`src/rtl/bat_charge_ctrl_pkg.sv`:
```
// rtl/bat_charge_ctrl_pkg.sv - shared types, constants and helpers for the charge sequencer (package bat_chg_pkg)
package bat_chg_pkg;

  // Charge sequencer states
  typedef enum logic [2:0] {
    ST_IDLE  = 3'd0,
    ST_TC    = 3'd1,
    ST_CC    = 3'd2,
    ST_CV    = 3'd3,
    ST_DONE  = 3'd4,
    ST_FAULT = 3'd5
  } chg_state_e;

  // ADC code weights
  localparam int VBAT_LSB_UV  = 5000;  // 5 mV per vbat LSB
  localparam int IBAT_LSB_UA  = 1000;  // 1 mA per ibat LSB
  localparam int VTEMP_LSB_UV = 500;   // 0.5 mV per vtemp LSB

  // Default threshold codes
  localparam int DEF_DEB         = 4;
  localparam int DEF_VCUTOFF     = 600;    // 3.00 V
  localparam int DEF_VCV         = 840;    // 4.20 V
  localparam int DEF_VRECHG      = 800;    // 4.00 V
  localparam int DEF_TEMP_LO     = 242;    // 0 degC
  localparam int DEF_TEMP_HI     = 515;    // 45 degC
  localparam int DEF_TMO_SAMPLES = 65535;

  // Charge current granularity per capacity step, in mA
  localparam int ICC_STEP = 50;

  // Constant-current setpoint for a capacity select: 50 mA * (sel + 1), max 800
  function automatic logic [9:0] icc_from_sel(input logic [3:0] sel);
    return 10'(ICC_STEP) * ({6'd0, sel} + 10'd1);
  endfunction

endpackage

```
`src/rtl/bat_charge_ctrl_if.sv`:
```
// rtl/bat_charge_ctrl_if.sv - ADC sample bus and power-stage control bundle
interface bat_chg_if;
  logic       sample_valid;
  logic [9:0] vbat_code;
  logic [9:0] ibat_code;
  logic [9:0] vtemp_code;
  logic [9:0] iset_code;
  logic [9:0] vset_code;
  logic       tc;
  logic       cc;
  logic       cv;
  logic       done;
  logic       fault;
  logic       fault_tmo;

  // ADC side: supplies samples, observes setpoints and mode flags
  modport master (
    output sample_valid, vbat_code, ibat_code, vtemp_code,
    input  iset_code, vset_code, tc, cc, cv, done, fault, fault_tmo
  );

  // Sequencer side
  modport slave (
    input  sample_valid, vbat_code, ibat_code, vtemp_code,
    output iset_code, vset_code, tc, cc, cv, done, fault, fault_tmo
  );
endinterface

```
`src/rtl/bat_charge_ctrl_debounce.sv`:
```
// rtl/bat_charge_ctrl_debounce.sv - consecutive-sample qualifier for mode transitions (module chg_debounce)
module chg_debounce #(
  parameter int DEB = 4
) (
  input  logic clk,
  input  logic rstz,
  input  logic clr,
  input  logic sample_valid,
  input  logic cond,
  output logic fire
);

  localparam logic [3:0] LAST = 4'(DEB - 1);

  logic [3:0] cnt_q, cnt_d;

  // Fire on the sample that completes the run of DEB qualifying samples
  assign fire = sample_valid && cond && (cnt_q == LAST);

  // Count qualifying samples; a failing sample or a state change restarts the run
  always_comb begin
    cnt_d = cnt_q;
    if (clr) begin
      cnt_d = 4'd0;
    end else if (sample_valid) begin
      cnt_d = cond ? cnt_q + 4'd1 : 4'd0;
    end
  end

  // Counter register
  always_ff @(posedge clk or negedge rstz) begin
    if (!rstz) cnt_q <= 4'd0;
    else       cnt_q <= cnt_d;
  end

endmodule

```
`src/rtl/bat_charge_ctrl.sv`:
```
// rtl/bat_charge_ctrl.sv - Li-ion charge-mode sequencer; optional safety timer under BAT_CHG_TIMEOUT_EN
module bat_charge_ctrl
  import bat_chg_pkg::*;
#(
  parameter int DEB         = DEF_DEB,
  parameter int VCUTOFF     = DEF_VCUTOFF,
  parameter int VCV         = DEF_VCV,
  parameter int VRECHG      = DEF_VRECHG,
  parameter int TEMP_LO     = DEF_TEMP_LO,
  parameter int TEMP_HI     = DEF_TEMP_HI,
  parameter int TMO_SAMPLES = DEF_TMO_SAMPLES
) (
  input  logic       clk,
  input  logic       rstz,
  input  logic       en,
  input  logic [3:0] sel,
  bat_chg_if.slave   bus
);

  chg_state_e state_q, state_d;
  logic [9:0] icc_q, icc_d, iterm_q, iterm_d;
  logic [9:0] iset_q, iset_d, vset_q, vset_d;
  logic       tc_q, tc_d, cc_q, cc_d, cv_q, cv_d;
  logic       done_q, done_d, fault_q, fault_d;
  logic       temp_ok, cond, fire, clr, tmo_hit, tmo_flag;

  assign temp_ok = (bus.vtemp_code >= 10'(TEMP_LO)) && (bus.vtemp_code <= 10'(TEMP_HI));

`ifdef BAT_CHG_TIMEOUT_EN
  logic [15:0] tmo_cnt_q, tmo_cnt_d;
  logic        tmo_flag_q, tmo_flag_d, fault_tmo_q;

  assign tmo_hit  = ((state_q == ST_CC) || (state_q == ST_CV)) && (tmo_cnt_q == 16'(TMO_SAMPLES));
  assign tmo_flag = tmo_flag_q;

  // Safety timer: counts samples spent charging, saturates, and clears only in IDLE
  always_comb begin
    tmo_cnt_d  = tmo_cnt_q;
    tmo_flag_d = tmo_flag_q;
    if (state_q == ST_IDLE) begin
      tmo_cnt_d  = 16'd0;
      tmo_flag_d = 1'b0;
    end else if (((state_q == ST_CC) || (state_q == ST_CV)) && bus.sample_valid &&
                 (tmo_cnt_q != 16'(TMO_SAMPLES))) begin
      tmo_cnt_d = tmo_cnt_q + 16'd1;
    end
    if (en && tmo_hit) tmo_flag_d = 1'b1;
  end

  // Safety timer registers
  always_ff @(posedge clk or negedge rstz) begin
    if (!rstz) begin
      tmo_cnt_q   <= 16'd0;
      tmo_flag_q  <= 1'b0;
      fault_tmo_q <= 1'b0;
    end else begin
      tmo_cnt_q   <= tmo_cnt_d;
      tmo_flag_q  <= tmo_flag_d;
      fault_tmo_q <= tmo_flag_q;
    end
  end

  assign bus.fault_tmo = fault_tmo_q;
`else
  assign tmo_hit       = 1'b0;
  assign tmo_flag      = 1'b0;
  assign bus.fault_tmo = 1'b0;
`endif

  chg_debounce #(.DEB(DEB)) u_deb (
    .clk          (clk),
    .rstz         (rstz),
    .clr          (clr),
    .sample_valid (bus.sample_valid),
    .cond         (cond),
    .fire         (fire)
  );

  // Next state: exit condition per state, then transitions in priority order
  always_comb begin
    state_d = state_q;
    cond    = 1'b0;
    case (state_q)
      ST_TC:    cond = bus.vbat_code >= 10'(VCUTOFF);
      ST_CC:    cond = bus.vbat_code >= 10'(VCV);
      ST_CV:    cond = bus.ibat_code <= iterm_q;
      ST_DONE:  cond = bus.vbat_code <  10'(VRECHG);
      ST_FAULT: cond = temp_ok && !tmo_flag;
      default:  cond = 1'b0;
    endcase
    if (!en) begin
      state_d = ST_IDLE;
    end else if (tmo_hit) begin
      state_d = ST_FAULT;
    end else begin
      case (state_q)
        ST_IDLE: begin
          if (bus.sample_valid && temp_ok) begin
            if (bus.vbat_code < 10'(VCUTOFF))  state_d = ST_TC;
            else if (bus.vbat_code < 10'(VCV)) state_d = ST_CC;
            else                               state_d = ST_CV;
          end
        end
        ST_TC, ST_CC, ST_CV: begin
          if (bus.sample_valid && !temp_ok) state_d = ST_FAULT;
          else if (fire) state_d = (state_q == ST_TC) ? ST_CC :
                                   (state_q == ST_CC) ? ST_CV : ST_DONE;
        end
        ST_DONE:  if (fire) state_d = ST_CC;
        ST_FAULT: if (fire) state_d = ST_IDLE;
        default:  state_d = ST_IDLE;
      endcase
    end
  end

  assign clr = (state_d != state_q);

  // Capacity latch and registered setpoints/flags derived from the current state
  always_comb begin
    icc_d   = icc_q;
    iterm_d = iterm_q;
    if (state_q == ST_IDLE) begin
      icc_d   = icc_from_sel(sel);
      iterm_d = icc_from_sel(sel) >> 4;
    end
    iset_d  = 10'd0;
    vset_d  = 10'd0;
    tc_d    = (state_q == ST_TC);
    cc_d    = (state_q == ST_CC);
    cv_d    = (state_q == ST_CV);
    done_d  = (state_q == ST_DONE);
    fault_d = (state_q == ST_FAULT);
    case (state_q)
      ST_TC:        begin iset_d = icc_q >> 3; vset_d = 10'(VCV); end
      ST_CC, ST_CV: begin iset_d = icc_q;      vset_d = 10'(VCV); end
      default:      ;
    endcase
  end

  // State, capacity and output registers
  always_ff @(posedge clk or negedge rstz) begin
    if (!rstz) begin
      state_q <= ST_IDLE;
      icc_q   <= 10'd0;
      iterm_q <= 10'd0;
      iset_q  <= 10'd0;
      vset_q  <= 10'd0;
      tc_q    <= 1'b0;
      cc_q    <= 1'b0;
      cv_q    <= 1'b0;
      done_q  <= 1'b0;
      fault_q <= 1'b0;
    end else begin
      state_q <= state_d;
      icc_q   <= icc_d;
      iterm_q <= iterm_d;
      iset_q  <= iset_d;
      vset_q  <= vset_d;
      tc_q    <= tc_d;
      cc_q    <= cc_d;
      cv_q    <= cv_d;
      done_q  <= done_d;
      fault_q <= fault_d;
    end
  end

  assign bus.iset_code = iset_q;
  assign bus.vset_code = vset_q;
  assign bus.tc        = tc_q;
  assign bus.cc        = cc_q;
  assign bus.cv        = cv_q;
  assign bus.done      = done_q;
  assign bus.fault     = fault_q;

endmodule
```
`src/flat_wrapper.sv`:
```
// flat-port wrapper written by rule: the top's interface ports become plain ports
module bat_charge_ctrl_flat import bat_chg_pkg::*;
#(
  parameter int DEB         = DEF_DEB,
  parameter int VCUTOFF     = DEF_VCUTOFF,
  parameter int VCV         = DEF_VCV,
  parameter int VRECHG      = DEF_VRECHG,
  parameter int TEMP_LO     = DEF_TEMP_LO,
  parameter int TEMP_HI     = DEF_TEMP_HI,
  parameter int TMO_SAMPLES = DEF_TMO_SAMPLES
)
  (clk, rstz, en, sel, bus_sample_valid, bus_vbat_code, bus_ibat_code, bus_vtemp_code, bus_iset_code, bus_vset_code, bus_tc, bus_cc, bus_cv, bus_done, bus_fault, bus_fault_tmo);
  bat_chg_if bus_i ();
  input  logic clk;
  input  logic rstz;
  input  logic en;
  input  logic [3:0] sel;
  input wire logic [$bits(bus_i.sample_valid)-1:0] bus_sample_valid;
  input wire logic [$bits(bus_i.vbat_code)-1:0] bus_vbat_code;
  input wire logic [$bits(bus_i.ibat_code)-1:0] bus_ibat_code;
  input wire logic [$bits(bus_i.vtemp_code)-1:0] bus_vtemp_code;
  output wire logic [$bits(bus_i.iset_code)-1:0] bus_iset_code;
  output wire logic [$bits(bus_i.vset_code)-1:0] bus_vset_code;
  output wire logic [$bits(bus_i.tc)-1:0] bus_tc;
  output wire logic [$bits(bus_i.cc)-1:0] bus_cc;
  output wire logic [$bits(bus_i.cv)-1:0] bus_cv;
  output wire logic [$bits(bus_i.done)-1:0] bus_done;
  output wire logic [$bits(bus_i.fault)-1:0] bus_fault;
  output wire logic [$bits(bus_i.fault_tmo)-1:0] bus_fault_tmo;
  assign bus_i.sample_valid = bus_sample_valid;
  assign bus_i.vbat_code = bus_vbat_code;
  assign bus_i.ibat_code = bus_ibat_code;
  assign bus_i.vtemp_code = bus_vtemp_code;
  assign bus_iset_code = bus_i.iset_code;
  assign bus_vset_code = bus_i.vset_code;
  assign bus_tc = bus_i.tc;
  assign bus_cc = bus_i.cc;
  assign bus_cv = bus_i.cv;
  assign bus_done = bus_i.done;
  assign bus_fault = bus_i.fault;
  assign bus_fault_tmo = bus_i.fault_tmo;
  bat_charge_ctrl #(.DEB(DEB), .VCUTOFF(VCUTOFF), .VCV(VCV), .VRECHG(VRECHG), .TEMP_LO(TEMP_LO), .TEMP_HI(TEMP_HI), .TMO_SAMPLES(TMO_SAMPLES)) u_core (.clk(clk), .rstz(rstz), .en(en), .sel(sel), .bus(bus_i));
endmodule
```
`config.mk`:
```
export PLATFORM = sky130hd
export DESIGN_NAME = bat_charge_ctrl_flat
export DESIGN_NICKNAME = d
export VERILOG_FILES = /design/src/rtl/bat_charge_ctrl_pkg.sv /design/src/rtl/bat_charge_ctrl_if.sv /design/src/rtl/bat_charge_ctrl_debounce.sv /design/src/rtl/bat_charge_ctrl.sv /design/src/flat_wrapper.sv
export SDC_FILE = /design/constraint.sdc
export NUM_CORES = 1
export LEC_CHECK = 0
export BUFFER_PORTS_ARGS = -buffer_cell sky130_fd_sc_hd__buf_2
export CAP_MARGIN = 20
export CORE_MARGIN = 3
export CORE_UTILIZATION = 47
export DETAILED_ROUTE_END_ITERATION = 8
export HOLD_SLACK_MARGIN = 0.08
export PLACE_DENSITY = 0.79
export SYNTH_ARGS = -nofsm -noshare
export SYNTH_HDL_FRONTEND = slang
export SYNTH_SLANG_ARGS = --single-unit
```
`constraint.sdc`:
```
create_clock -name clk -period 2.9 [get_ports clk]
set_clock_uncertainty 0.15 [all_clocks]
set_input_delay 0.435 -clock clk [delete_from_list [all_inputs] [get_ports clk]]
set_output_delay 0.435 -clock clk [all_outputs]
set_load 0.1 [all_outputs]
```
==> results.py, run 1 <==
metrics = {
    "synth": {
        "synthDistinctLibCells": 50,
        "ys.flop_type": "dfrtp_1",
        "yosys_warnings": 0,
        "synth_top_family_by_area": "compound AO/OA/AOI/OAI gates",
        "synthXorXnorAreaFrac": 0.0367,
        "async_flop_share": 1.00,
        "yosys.area_share.simple": 0.169,
        "synth_adder_area_share": 0.128,
        "syn_area_sq_um": 2150,
        "ys_seq_elements": 32,
        "yosys-top-cells-area": "dfrtp_1 (37%), ha_1 (13%), buf_4 (4.2%)",
        "synth_cells": 223,
        "ys_top_cells_by_count": "dfrtp_1 (32), ha_1 (22), nand2_1 (17)",
        "synth-edff-count": 0,
        "yosys.area.top_type": "dfrtp_1",
        "ys_seq_area_frac": 0.373,
        "post-synth-top-count-cell": "dfrtp_1",
        "synth_compound_area_frac": 0.190,
        "muxShareOfSynthArea": 0.0146,
        "synth_top_area_share": 0.373,
        "avgSynthCellArea_sq_um": 9.63,
    },
    "clock_tree": {
        "clock_insertion_delay_worst_skew_ns": 0.28,
        "tritoncts": "built",
        "cts-root-buf": "clkbuf_8",
        "clock-sinks": 32,
        "clk_pin_slew_ns": 0.07,
        "cts_buffers": 5,
        "htreeDepth": 2,
        "clk_path_buf_depth": 2,
    },
    "timing": {
        "maxSlewHeadroom": 0.520,
        "post-route-period-util": 1.01,
        "worstMarginPinSlew_ns": 0.720,
        "slew_violations": 0,
        "fin_ws_ns": -0.0361,
        "final.min_clock_period_ns": 2.94,
        "whs_ns": 0.347,
        "grt_setup_unrepaired": "yes",
        "clock.fmax_mhz": 341,
        "setup_viol_count_final": 3,
        "hold_viol_final": 0,
    },
    "floorplan": {
        "die_h_um": 73.6,
        "fp-row-count": 23,
        "ioPinCount": 64,
        "core_area_sq_um": 4200,
        "die-area_sq_um": 5420,
        "die_w_um": 73.6,
        "initial_utilization": 0.511,
    },
    "hold_path": {
        "hold_path_end": "u_core.icc_q[2]$_DFFE_PN0P_",
        "hp-start": "u_core.icc_q[2]$_DFFE_PN0P_",
        "hold_path_depth": 2,
        "hold_path.class": "reg2reg",
    },
    "job": {
        "maxCapViolCount": 0,
    },
    "place": {
        "gp_congestion": 0.881,
        "io_buffer_count": 52,
        "dp_slack_ns": -0.0200,
        "dp_hpwl_um": 3600,
    },
    "global_routing": {
        "grt_first_pass_wirelength_um": 8030,
        "antenna_found_initial": 0,
        "grt_pass1_vias": 1780,
        "grt_remaining_overflow": 0,
        "track_usage": 0.190,
        "grt_max_degree": 33,
    },
    "power_and_ir_drop": {
        "switchingPower_mw": 0.622,
        "cell_internal_pwr_mw": 0.930,
        "switching_share": 0.401,
        "p_seq_frac": 0.352,
        "p_total_mw": 1.55,
        "clkPwrFrac": 0.276,
        "pwr-share-comb": 0.372,
        "p_leak_nw": 1.41,
        "max-vdd-ir-drop_v": 0.000287,
        "power_density_nw_per_um2": 580,
    },
    "worst_setup_path": {
        "reg2reg_depth": 11,
        "cp.buffers_inverters": 2,
        "crit_arrival_ns": 3.01,
        "critPathCaptureType": "register",
        "slowest_delay_ns": 0.57,
        "r2r_setup_slack_ns": -0.04,
        "critPathMaxFanout": 4,
        "slowest_stage": "or4b_4",
        "start_kind": "register",
        "path_cells": "inv_2 > ha_4 > nand2b_4 > or4b_4 > nor4b_4 > mux2i_1 > and3_1 > o211ai_1 > o2111ai_2 > buf_4 > nor2_2",
        "cp_top_family": "simple AND/OR/NAND/NOR gates",
        "cp_data_required_time_ns": 2.97,
        "criticalPathCategory": "reg2reg",
        "r2r_start": "u_core.state_q[2]$_DFF_PN0_",
        "r2r-end": "u_core.u_deb.cnt_q[0]$_DFFE_PN0P_",
    },
    "routing": {
        "drc": 0,
        "wl_per_cell_um": 14.3,
        "drt-pass1-iter-count": 4,
        "routed_wirelength_um": 4850,
        "detail-route-antenna-nets": 0,
        "routed_via_density": 5.43,
        "dr.first_iter.drc_count": 121,
        "num_vias": 1837,
    },
    "outcome": {
        "violations": "setup timing",
        "status": "finished with violations",
    },
    "layout": {
        "drive_above_1_share": 0.330,
        "synthToLayoutAreaGrowth_pct": 24.6,
        "fin_nets": 347,
        "n_antenna_cell": 0,
    },
}
-- cells by family after synthesis --
logic type	after synthesis
mux	3
buf+inv	35
fa+ha+maj	22
flops	32
simple gates	64
xor+xnor	9
other cells	1
compound gates	57
-- registers in the layout, summed over array words and instances, names as in the netlist --
signal and flops:
u_core.bus.cc 1, u_core.bus.cv 1, u_core.bus.done 1, u_core.bus.fault 1
u_core.bus.iset_code 10, u_core.bus.tc 1, u_core.bus.vset_code 1, u_core.icc_q 9
u_core.state_q 3, u_core.u_deb.cnt_q 4
-- stage by stage --
stage / TNS, ns / instance area [sq um] / utilization / cells
2_1_floorplan: 0 / 2170 / - / 229
3_3_place_gp: 0 / 2460 / 0.585 / 324
3_5_place_dp: -0.0200 / 2460 / 0.585 / 324
4_1_cts: 0 / 2600 / 0.619 / 334
5_1_grt: -0.740 / 2680 / 0.637 / 338
6_report: -0.0808 / 2680 / 0.637 / 338
-- tightest hold or removal path: cells and delay by family, from the launching register on --
kind	cells	cell delay, ns
flops	1	0.35
compound gates	1	0.06
simple gates	1	0.05
-- what timing repair did --
action | in CTS | in global routing
hold buffers | 1 | 0
resized for setup | 2 | 8
setup buffers | 1 | 4
endpoints found under the hold margin | 32 | 0
pin swaps | 4 | 8
endpoints found under the setup margin | 1 | 4
-- cell usage in the layout (no fill, tap or decap), drive strengths merged, types with 7 or more instances in the layout --
cell type,synthesis,routed
inv,16,16
ha,22,22
nor2,9,9
dfrtp,32,32
xor2,7,7
a21oi,11,11
conb,1,7
nand2,17,17
buf,15,69
o21ai,10,10
-- layout make-up --
type / count / area [sq um]
fillers: 337 / 1530
multi-input cells: 162 / 1240
flip-flops and latches: 32 / 801
repair buffers: 70 / 398
clock buffers: 5 / 68.8
well taps: 50 / 62.6
inverters: 16 / 60.1
clock inverters: 3 / 42.5
-- worst max-delay path by stage --
stage	startpoint	cells after the start	slack [ns]	end
2_1_floorplan	u_core.state_q[2]$_DFF_PN0_	11	0.04	u_core.u_deb.cnt_q[2]$_DFFE_PN0P_
3_3_place_gp	sel[0]	13	0.05	u_core.icc_q[9]$_DFFE_PN0P_
3_5_place_dp	u_core.state_q[2]$_DFF_PN0_	10	-0.02	u_core.u_deb.cnt_q[2]$_DFFE_PN0P_
4_1_cts	u_core.state_q[2]$_DFF_PN0_	11	0.03	u_core.u_deb.cnt_q[1]$_DFFE_PN0P_
5_1_grt	u_core.state_q[2]$_DFF_PN0_	11	-0.23	u_core.u_deb.cnt_q[0]$_DFFE_PN0P_
6_report	u_core.state_q[2]$_DFF_PN0_	11	-0.04	u_core.u_deb.cnt_q[0]$_DFFE_PN0P_
-- power by group through the flow --
stage / combinational, mW / sequential [mW] / clock [mW]
after global routing: 0.634 / 0.556 / 0.458
after detailed placement: 0.559 / 0.555 / 0
after floorplan: 0.329 / 0.661 / 0
after CTS: 0.568 / 0.547 / 0.435
after global placement: 0.548 / 0.554 / 0
final: 0.578 / 0.547 / 0.428
-- routing by layer --
metal	wire [um]	vias to the layer above	global-route usage	part of all wire
met5	0	-	0	0
met4	43	0	0.0724	0.0089
met3	373	4	0.0356	0.077
met2	2260	85	0.299	0.47
met1	2170	841	0.257	0.45
li1	-	907	-	-
(Power assumes the default switching activity.)
==> run 2, diff against run 1 <==
- CORE_UTILIZATION: 47 -> 48
- CTS_BUF_LIST: unset -> sky130_fd_sc_hd__clkbuf_4
- PLACE_DENSITY: 0.79 -> 0.78
==> results.py, run 2 (same netlist as run 1, synthesis figures left out) <==
metrics = {
    "timing": {
        "clock.fmax_mhz": 339,
        "hold_viol_final": 0,
        "worstMarginPinSlew_ns": 0.715,
        "tns_ns": -0.107,
        "post-route-period-util": 1.02,
        "fin_ws_ns": -0.0536,
        "maxSlewHeadroom": 0.524,
        "final.min_clock_period_ns": 2.95,
        "slew_violations": 0,
        "grt_setup_unrepaired": "yes",
        "setup_viol_count_final": 3,
    },
    "clock_tree": {
        "clock-sinks": 32,
        "cts_buffers": 5,
        "clk_pin_slew_ns": 0.11,
        "clk_path_buf_depth": 2,
        "clock_insertion_delay_worst_skew_ns": 0.34,
        "tritoncts": "built",
        "cts-root-buf": "clkbuf_4",
        "htreeDepth": 2,
    },
    "layout": {
        "mostFrequentLayoutCells": "buf_2 (52), dfrtp_1 (32), ha_1 (21), buf_4 (19), nand2_1 (17)",
        "synthToLayoutAreaGrowth_pct": 23.6,
        "final_area_sq_um": 2660,
        "fin_nets": 349,
        "mostFrequentLayoutCell": "buf_2",
        "multiInputGateArea_sq_um": 1240,
        "filler_cell_count": 347,
        "n_antenna_cell": 0,
        "final_util": 0.641,
        "drive_above_1_share": 0.334,
        "seqCellArea_sq_um": 801,
        "largest_register_ffs": 10,
    },
    "routing": {
        "routed_wirelength_um": 4920,
        "wl_per_cell_um": 14.5,
        "dr.first_iter.drc_count": 158,
        "drc": 0,
        "drt-pass1-iter-count": 4,
        "detail-route-antenna-nets": 0,
        "routed_via_density": 5.51,
        "num_vias": 1873,
    },
    "worst_setup_path": {
        "r2r-end": "u_core.u_deb.cnt_q[0]$_DFFE_PN0P_",
        "crit_arrival_ns": 3.08,
        "crit_start": "u_core.state_q[2]$_DFF_PN0_",
        "start_kind": "register",
        "cp_data_required_time_ns": 3.03,
        "critPathMaxFanout": 3,
        "crit_path_end": "u_core.u_deb.cnt_q[0]$_DFFE_PN0P_",
        "reg2reg_depth": 11,
        "r2r_start": "u_core.state_q[2]$_DFF_PN0_",
        "criticalPathCategory": "reg2reg",
        "critPathCaptureType": "register",
        "r2r_setup_slack_ns": -0.05,
    },
    "global_routing": {
        "grt_max_degree": 33,
        "grt_pass1_vias": 1726,
        "track_usage": 0.196,
        "grt_remaining_overflow": 0,
        "grt_first_pass_wirelength_um": 7970,
        "antenna_found_initial": 0,
    },
    "floorplan": {
        "die_w_um": 72.9,
        "die_h_um": 72.9,
        "die-area_sq_um": 5310,
        "core_area_sq_um": 4140,
        "fp-row-count": 23,
        "initial_utilization": 0.518,
        "ioPinCount": 64,
    },
    "hold_path": {
        "hold_path.class": "in2reg",
    },
    "place": {
        "dp_slack_ns": -0.0410,
        "place_area_sq_um": 2470,
        "dp_hpwl_um": 3620,
        "gp_congestion": 0.910,
        "io_buffer_count": 52,
    },
    "power_and_ir_drop": {
        "p_leak_nw": 1.41,
        "max-vdd-ir-drop_v": 0.000227,
        "power_density_nw_per_um2": 557,
    },
    "outcome": {
        "violations": "setup timing",
        "status": "finished with violations",
    },
    "job": {
        "maxCapViolCount": 0,
    },
}
-- run 2: stage by stage --
| stage | hold WS, ns | power, mW | std cells |
|---|---|---|---|
| after floorplan | -0.0106 | 0.990 | 229 |
| after global placement | 0.313 | 1.10 | 325 |
| after detailed placement | 0.322 | 1.12 | 325 |
| after CTS | 0.318 | 1.48 | 337 |
| after global routing | 0.347 | 1.56 | 340 |
| final | 0.319 | 1.48 | 340 |
-- run 2: worst max-delay path, stage by stage, from the launching register on --
cell and delay [ns]:
dfrtp_1 0.41, inv_2 0.09, ha_4 0.20, nand2b_4 0.13
or4b_4 0.54, nor4b_4 0.30, mux2i_2 0.13, and3_1 0.19
o211ai_1 0.23, o2111ai_2 0.22, buf_4 0.21, nor2_2 0.08
-- run 2: how the worst min path moves through the flow --
stage | start | to | slack [ns] | depth (start not counted)
floorplan | rstz | u_core.bus.cc$_DFF_PN0_ | -0.01 | 0
global placement | u_core.icc_q[1]$_DFFE_PN0P_ | u_core.icc_q[1]$_DFFE_PN0P_ | 0.31 | 2
detailed placement | u_core.icc_q[1]$_DFFE_PN0P_ | u_core.icc_q[1]$_DFFE_PN0P_ | 0.32 | 2
CTS | sel[0] | u_core.icc_q[1]$_DFFE_PN0P_ | 0.32 | 3
global route | sel[0] | u_core.icc_q[1]$_DFFE_PN0P_ | 0.35 | 3
finish | sel[0] | u_core.icc_q[1]$_DFFE_PN0P_ | 0.32 | 3
-- run 2: per-layer routing --
layer / up-vias / track usage / routed length (um)
met2: 87 / 0.307 / 2310
met1: 861 / 0.270 / 2160
li1: 916 / - / -
met5: - / 0 / 0
met3: 9 / 0.0399 / 392
met4: 0 / 0.0656 / 49
-- run 2: cell type report --
| cell class | instances | area share |
|---|---|---|
| Clock buffer | 5 | 0.0141 |
| Clock inverter | 3 | 0.0160 |
| Inverter | 16 | 0.0226 |
| Multi-Input combinational cell | 162 | 0.467 |
| Sequential cell | 32 | 0.301 |
| Tap cell | 50 | 0.0236 |
| Timing Repair Buffer | 72 | 0.155 |
-- run 2: timing repair --
item / CTS / global route
endpoints found under the setup margin: 2 / 4
pin swaps: 8 / 7
gates resized for setup: 5 / 4
hold endpoints to repair: 32 / 0
hold buffers: 1 / 0
setup buffers: 3 / 3
-- run 2: power by group --
group	internal, mW	switching, mW
sequential	0.502	0.0436
clock	0.180	0.170
combinational	0.174	0.411
